## src/rtl/inp_cond_pkg.sv

```systemverilog
// Shared constants for the inp_cond input conditioner: FSM state codes and counter widths.
package inp_cond_pkg;

    localparam int unsigned FCNT_W = 4;
    localparam int unsigned QCNT_W = 3;

    localparam logic [1:0] StIdle  = 2'd0;
    localparam logic [1:0] StPulse = 2'd1;
    localparam logic [1:0] StGap   = 2'd2;

    function automatic logic [1:0] count_events(input logic [1:0] rise);
        return {1'b0, rise[0]} + {1'b0, rise[1]};
    endfunction

endpackage

```

## src/rtl/inp_debounce.sv

```systemverilog
// Two-flop synchroniser followed by a stable-count debouncer for one raw button bit.
module inp_debounce #(
    parameter int unsigned DEB_CYCLES = 480000
) (
    input  logic clk_i,
    input  logic rst_i,
    input  logic raw_i,
    output logic deb_o
);

    localparam int unsigned CntW = (DEB_CYCLES > 1) ? $clog2(DEB_CYCLES) : 1;

    logic [1:0]      sync_q;
    logic            deb_q, deb_d;
    logic [CntW-1:0] cnt_q, cnt_d;

    always_comb begin
        deb_d = deb_q;
        cnt_d = cnt_q;
        if (sync_q[1] == deb_q) begin
            cnt_d = '0;
        end else if (cnt_q == CntW'(DEB_CYCLES - 1)) begin
            deb_d = ~deb_q;
            cnt_d = '0;
        end else begin
            cnt_d = cnt_q + CntW'(1);
        end
    end

    always_ff @(posedge clk_i or posedge rst_i) begin
        if (rst_i) begin
            sync_q <= '0;
            deb_q  <= 1'b0;
            cnt_q  <= '0;
        end else begin
            sync_q <= {sync_q[0], raw_i};
            deb_q  <= deb_d;
            cnt_q  <= cnt_d;
        end
    end

    assign deb_o = deb_q;

endmodule

```

## src/rtl/inp_cond.sv

```systemverilog
// Coin/start input conditioner: debounced starts, queued frame-aligned coin pulses.
// Define INP_COIN_QUEUE_EN for a QDEPTH-deep coin queue; otherwise the queue holds one coin.
module inp_cond
    import inp_cond_pkg::*;
#(
    parameter int unsigned DEB_CYCLES   = 480000,
    parameter int unsigned PULSE_FRAMES = 4,
    parameter int unsigned GAP_FRAMES   = 4,
    parameter int unsigned QDEPTH       = 7
) (
    input  logic              MCLK,
    input  logic              RESET,
    input  logic              VBLK,
    input  logic [1:0]        RAW_COIN,
    input  logic [1:0]        RAW_START,
    output logic [2:0]        INP2,
    output logic [QCNT_W-1:0] COIN_PEND,
    output logic              COIN_OVF
);

`ifdef INP_COIN_QUEUE_EN
    localparam int unsigned QCap = QDEPTH;
`else
    localparam int unsigned QCap = (QDEPTH > 0) ? 1 : 0;
`endif

    logic [1:0]        coin_deb, start_deb;
    logic [1:0]        coin_prev_q;
    logic              vblk_q;
    logic [1:0]        state_q, state_d;
    logic [FCNT_W-1:0] fcnt_q, fcnt_d;
    logic [QCNT_W-1:0] pend_q, pend_d, base;
    logic              ovf_q, ovf_d;
    logic [2:0]        inp2_q, inp2_d;
    logic              tick, launch;
    logic [1:0]        rise, n_ev;
    logic [QCNT_W:0]   room, accept;

    inp_debounce #(.DEB_CYCLES(DEB_CYCLES)) u_deb_coin0 (
        .clk_i(MCLK), .rst_i(RESET), .raw_i(RAW_COIN[0]), .deb_o(coin_deb[0])
    );
    inp_debounce #(.DEB_CYCLES(DEB_CYCLES)) u_deb_coin1 (
        .clk_i(MCLK), .rst_i(RESET), .raw_i(RAW_COIN[1]), .deb_o(coin_deb[1])
    );
    inp_debounce #(.DEB_CYCLES(DEB_CYCLES)) u_deb_start0 (
        .clk_i(MCLK), .rst_i(RESET), .raw_i(RAW_START[0]), .deb_o(start_deb[0])
    );
    inp_debounce #(.DEB_CYCLES(DEB_CYCLES)) u_deb_start1 (
        .clk_i(MCLK), .rst_i(RESET), .raw_i(RAW_START[1]), .deb_o(start_deb[1])
    );

    assign tick = VBLK & ~vblk_q;
    assign rise = coin_deb & ~coin_prev_q;
    assign n_ev = count_events(rise);

    // The tick that ends GAP also serves as the idle tick, so back-to-back
    // pulse starts sit exactly PULSE_FRAMES+GAP_FRAMES frames apart.
    always_comb begin
        state_d = state_q;
        fcnt_d  = fcnt_q;
        launch  = 1'b0;
        case (state_q)
            StIdle: begin
                if (tick && pend_q != '0) begin
                    launch  = 1'b1;
                    state_d = StPulse;
                    fcnt_d  = FCNT_W'(PULSE_FRAMES);
                end
            end
            StPulse: begin
                if (tick) begin
                    if (fcnt_q <= FCNT_W'(1)) begin
                        state_d = StGap;
                        fcnt_d  = FCNT_W'(GAP_FRAMES);
                    end else begin
                        fcnt_d = fcnt_q - FCNT_W'(1);
                    end
                end
            end
            StGap: begin
                if (tick) begin
                    if (fcnt_q > FCNT_W'(1)) begin
                        fcnt_d = fcnt_q - FCNT_W'(1);
                    end else if (pend_q != '0) begin
                        launch  = 1'b1;
                        state_d = StPulse;
                        fcnt_d  = FCNT_W'(PULSE_FRAMES);
                    end else begin
                        state_d = StIdle;
                        fcnt_d  = '0;
                    end
                end
            end
            default: begin
                state_d = StIdle;
                fcnt_d  = '0;
            end
        endcase
    end

    always_comb begin
        base = pend_q - QCNT_W'(launch);
`ifdef INP_COIN_QUEUE_EN
        room = (QCNT_W+1)'(QCap) - {1'b0, base};
`else
        room = (pend_q == '0 && state_q == StIdle) ? (QCNT_W+1)'(QCap) : '0;
`endif
        accept = {{(QCNT_W-1){1'b0}}, n_ev};
        ovf_d  = ovf_q;
        if (accept > room) begin
            accept = room;
            ovf_d  = 1'b1;
        end
        pend_d = base + accept[QCNT_W-1:0];
        inp2_d = {state_d == StPulse, start_deb};
    end

    always_ff @(posedge MCLK or posedge RESET) begin
        if (RESET) begin
            state_q     <= StIdle;
            fcnt_q      <= '0;
            pend_q      <= '0;
            ovf_q       <= 1'b0;
            vblk_q      <= 1'b0;
            coin_prev_q <= '0;
            inp2_q      <= '0;
        end else begin
            state_q     <= state_d;
            fcnt_q      <= fcnt_d;
            pend_q      <= pend_d;
            ovf_q       <= ovf_d;
            vblk_q      <= VBLK;
            coin_prev_q <= coin_deb;
            inp2_q      <= inp2_d;
        end
    end

    assign INP2      = inp2_q;
    assign COIN_PEND = pend_q;
    assign COIN_OVF  = ovf_q;

endmodule
```

## config.mk

```make
export PLATFORM = sky130hd
export DESIGN_NAME = inp_cond
export DESIGN_NICKNAME = d
export VERILOG_FILES = /design/src/rtl/inp_cond_pkg.sv /design/src/rtl/inp_debounce.sv /design/src/rtl/inp_cond.sv
export SDC_FILE = /design/constraint.sdc
export NUM_CORES = 1
export LEC_CHECK = 0
export CAP_MARGIN = 20
export CORE_MARGIN = 4
export CORE_UTILIZATION = 61
export CTS_CLUSTER_SIZE = 25
export DETAILED_ROUTE_END_ITERATION = 10
export GPL_ROUTABILITY_DRIVEN = 0
export PLACE_DENSITY = 0.89
export SYNTH_ARGS = -nofsm -noshare
export SYNTH_HDL_FRONTEND = slang
export SYNTH_SLANG_ARGS = --single-unit
```

## constraint.sdc

```tcl
create_clock -name MCLK -period 4.35 [get_ports MCLK]
set_clock_uncertainty 0.05 [all_clocks]
set_input_delay 0.87 -clock MCLK [delete_from_list [all_inputs] [get_ports MCLK]]
set_output_delay 0.87 -clock MCLK [all_outputs]
set_load 0.05 [all_outputs]
```

# Word level (Yosys, flattened, before mapping)
# Index checks and enable logic that the tools add are counted.
# totals
register_bits	104
input_bits	7
out_inout_bits	7
word_cells	95
# op_classes
n_eq_ne	14
muxes	29
n_bitwise	12
magnitude_cmp	3
n_reduce_logical	10
add_sub_neg	8
# ops
op	count
2-to-1 mux 19 bit	8
adder 19 x 1 -> 19 bit, second input constant	4
equality test 19 bit, second input constant	4
2-to-1 mux 4 bit	5
2-to-1 mux 2 bit	6
one-hot mux 4 bit (3 select lines)	1
inverter 1 bit	9
AND reduction 2 bit	4
2-to-1 mux 1 bit	6
!= test 2 bit, second input constant	3
one-hot mux 2 bit (3 select lines)	1
equality test 1 bit	4
equality test 2 x 1 -> 1 bit, second input constant	2
> comparator 4 x 1 -> 1 bit, second input constant	1
less-or-equal comparator 4 x 1 -> 1 bit, second input constant	1
subtractor 4 x 1 -> 4 bit, second input constant	1
adder 3 bit	1
zero test 3 bit	1
2-to-1 mux 3 bit	1
AND reduction 3 bit	1
nonzero test 3 bit	1
subtractor 3 x 1 -> 3 bit	1
adder 1 x 1 -> 2 bit	1
bitwise AND 2 bit	1
other kinds (7)	8

# Logic depth before layout (Yosys ltp)
# logic_depth
word_depth	7
ltp_mapped	11
depth_no_buf	11

# Modules after synthesis
# A second synthesis with hierarchy kept.
# unflattened
cells_unflattened	491
hier_area_um2	5154.9
# by_module_without_submodules
mod	seq_area_each_um2	area_per_inst_um2	cells_per_inst	instances
inp_debounce	550.5	1088.5	105	4
inp_cond	400.4	800.8	71	1

# Worst setup path after synthesis
# No wires, ideal clock.
# synth_timing
kind	flip-flop to flip-flop
startpoint	reg pend_q[1] (netlist: COIN_PEND[1])
endpoint	reg pend_q[2] (netlist: COIN_PEND[2])
path_buffers	0
setup_ps	144
setup_slack_ps	1270
arrival_ps	2887
path_stages_with_launch	11
t_required_ps	4156
period_less_slack_ps	3080
path_cell_list	dfrtp_1 -> or3_1 -> nor3_1 -> fa_1 -> mux2i_1 -> ha_1 -> inv_1 -> ha_1 -> fa_1 -> xor2_1 -> xnor2_1
# synth_via
elab_chain_cells	7
word_cells_on_any_way	14
classes_between	2 x add/sub; 1 x order compare; 7 x mux; 4 x reduce/logical
# synth_lines
element	line_no	source
from (decl)	inp_cond.sv:32	logic [QCNT_W-1:0] pend_q, pend_d, base;
from (signal assigned)	inp_cond.sv:130	pend_q <= pend_d;
nonzero test 3 bit	inp_cond.sv:64, inp_cond.sv:84	
2-to-1 mux 1 bit	inp_cond.sv:84	end else if (pend_q != '0) begin
2-to-1 mux 1 bit	inp_cond.sv:82	if (fcnt_q > FCNT_W'(1)) begin
2-to-1 mux 1 bit	inp_cond.sv:81	if (tick) begin
one-hot mux 1 bit (2 select lines)	inp_cond.sv:62	case (state_q)
subtractor 3 x 1 -> 3 bit	inp_cond.sv:102	base = pend_q - QCNT_W'(launch);
adder 3 bit *	inp_cond.sv:114	pend_d = base + accept[QCNT_W-1:0];
via pend_d[2]	inp_cond.sv:32	
# The timed path passes the listed nets; every way through them passes the cells marked *.
# A chain may end at the register's enable or synchronous reset.

# Worst setup path after layout
# Same ends and word-level chain as after synthesis.

==> flow_summary.yaml <==
worst_setup_path:
  end_kind: "flop"
  cp-start-kind: "flop"
  critical_path.cell_chain: "or3_1, nor3_1, fa_1, mux2i_1, ha_1, inv_1, ha_1, fa_1, xor2_1, xnor2_1"
  cp_data_required_time_ns: 4.58
  rr_worst_depth: 10
  crit_path_max_incr_delay_ns: 0.45
  cp.arrival_ns: 3.37
  crit_type: "reg2reg"
  cp_max_fo: 5
  slowest_stage: "dfrtp_1"
routing:
  drc: 0
  drt_wl_total_um: 9170
  drt_pass1_iterations: 4
  first_iter_violations: 124
  vias: 3529
  ant_nets: 0
  wl_per_cell_um: 15.3
  via_per_inst: 5.89
logic_synthesis:
  synth_seq_cells: 104
  ys_top_cells_by_count: "dfrtp_1, nor2_1, xnor2_1"
  yosys_warnings: 0
  synth_nets: 495
  syn_inst: 477
  post-synth-top-area-cell: "dfrtp_1"
  synth.cell_area_um2: 4990
  synth_edf_count: 0
  synth.distinct_cells: 47
  synth_top_area_share_pct: 52.2
  synth.most_common_cell: "dfrtp_1"
  postSynthAreaPerCell_um2: 10.5
  yosys_most_used_dff: "dfrtp_1"
  async_flop_share_pct: 100
  synth-seq-area-share_pct: 52.2
  ys_top_cells_by_area: "dfrtp_1, xnor2_1, xor2_1, nor2_1, nand3_1"
global_route:
  grt_pass1_vias: 3556
  grt_util_met3_pct: 4.88
  grt_overflow_total: 0
  busiest_layer: "met2"
  global_route.usage.met2_pct: 35.6
  grt_pass1_wl_um: 16200
  groute.usage.overall_pct: 20.2
  grt_max_degree: 51
  met1_usage_pct: 25.2
  antenna_found_initial: 0
clock_tree:
  root_buffer: "clkbuf_8"
  cts_made_buffers: 9
  post_cts_buffers: 0
  clock-sinks: 104
  cts_tree: "yes"
  path_clk_slew_ns: 0.10
  clk_latency_ns: 0.36
  htreeDepth: 3
  cts_resized: 0
  clock_path_buffers: 2
  ctsHoldBuffers: 0
layout:
  utilization_pct: 68.6
  nets: 510
  stdcell_count: 599
  layout-drive-gt1-share_pct: 6.64
  n_antenna_cell: 0
  syn_to_final_growth_pct: 7.98
placement:
  dp_cells: 583
  pre_cts_slack_ns: 1.13
  dp_hpwl_um: 6400
  io_buffers: 13
sta:
  slew_viol_final: 0
  hold_viol_final: 0
  worst_pin_slew_ns: 0.793
  maxSlewHeadroom_pct: 47.1
  hold_slack_ns: 0.295
  timing.final.ws_setup_ns: 1.21
  fmax_mhz: 319
  fin_crit_sh_pct: 72.1
  rsz0062_at_grt: "no"
  finalSetupTns_ns: 0
  period_minus_slack_ns: 3.14
  finalSetupViolCount: 0
outcome:
  status: "complete, no violations"
floorplan:
  std_cell_rows: 32
  initial_core_util_pct: 63.5
  core-area_um2: 7850
  fp.dieW_um: 98.4
  die_h_um: 98.4
  ios: 14
  fp.dieArea_um2: 9680
pwr:
  leakage_uw: 0.00224
  power_density_nw_per_um2: 373
  peakVddDrop_mv: 0.149
job:
  max_cap_viol_count: 0
hold_path:
  whs_path_depth: 0
  worst_hold_path_type: "reg2reg"
cells in the final DEF, fill, tap and decap left out, types with 3 or more instances in the layout:
cell type        count
nor4bb_1             3
a21oi_1             20
nand3_1             26
ha_1                 9
and4_1               5
or4_1                7
xor2_1              29
o31ai_4              3
nor2_1              65
dfrtp_1            104
nor4b_1              3
nor4_1               9
or3_1               20
nand4_1             13
o31ai_1              7
nor3_1              10
clkdlybuf4s50_1     13
nand2b_1             6
o21ai_0             12
inv_1               21
nand3_2              3
clkbuf_8             9
mux2_2               4
nand2_1             20
xnor2_1             30
and3_1               8
kinds of logic after synthesis:
logic type | after synthesis | synth area share, %
fa+ha+maj | 11 | 3.06
flops | 104 | 52.2
compound gates | 54 | 7.58
xor+xnor | 59 | 10.4
buf+inv | 33 | 2.66
mux | 6 | 1.30
simple gates | 210 | 22.8
metrics by stage:
step                      cell area (um^2)  total power (uW)
after floorplan                       4990              1380
after global placement                5210              1460
after detailed placement              5210              1490
after CTS                             5380              2020
after global routing                  5380              2120
final                                 5380              2010
cell type report:
| class | instances | area [um^2] |
|---|---|---|
| clock buffer | 11 | 131 |
| inverter | 22 | 85.1 |
| clock inverter | 5 | 41.3 |
| tap | 102 | 128 |
| fill | 570 | 2460 |
| timing repair buffer | 15 | 145 |
| multi-input combinational | 340 | 2250 |
| sequential | 104 | 2600 |
routing by layer:
layer | share of wire, % | vias up
li1 | - | 1709
met1 | 44 | 1746
met2 | 52 | 64
met3 | 3.2 | 10
met4 | 0.95 | 0
met5 | 0 | -
flip-flops by register name, summed over array words and instances, names as in the netlist:
name	count
u_deb_coin1.cnt_q	19
vblk_q	1
COIN_OVF	1
u_deb_start0.deb_o	1
u_deb_coin0.sync_q	2
COIN_PEND	3
u_deb_start1.deb_o	1
fcnt_q	4
state_q	2
u_deb_start1.cnt_q	19
coin_prev_q	2
u_deb_start1.sync_q	2
u_deb_coin1.deb_o	1
u_deb_coin0.deb_o	1
INP2	3
u_deb_coin0.cnt_q	19
u_deb_start0.sync_q	2
u_deb_coin1.sync_q	2
u_deb_start0.cnt_q	19
path summary, 6_finish.rpt:
kind / start / endpoint / slack [ns]
worst max-delay path: COIN_PEND[1] / COIN_PEND[2] / 1.21
worst min-delay path: u_deb_start0.sync_q[0] / u_deb_start0.sync_q[1] / 0.29
worst max register to register: COIN_PEND[1] / COIN_PEND[2] / 1.21
worst min register to register: u_deb_start0.sync_q[0] / u_deb_start0.sync_q[1] / 0.29
max in group asynchronous: RESET / u_deb_coin1.cnt_q[10] / 2.51
min in group asynchronous: RESET / u_deb_coin0.cnt_q[5] / 0.88
power breakdown:
part	internal [uW]	total, uW	switching, uW
Clock	213	539	326
Sequential	1020	1090	70.3
Combinational	150	374	224
Total	1390	2010	621
critical path: cells and delay by family, from the launching register on:
kind / cells / cell delay (ns)
buf+inv: 1 / 0.04
xor+xnor: 2 / 0.37
fa+ha+maj: 4 / 1.21
simple gates: 2 / 0.82
flops: 1 / 0.45
mux: 1 / 0.11
Note: power is estimated with default switching activity, not from simulation.
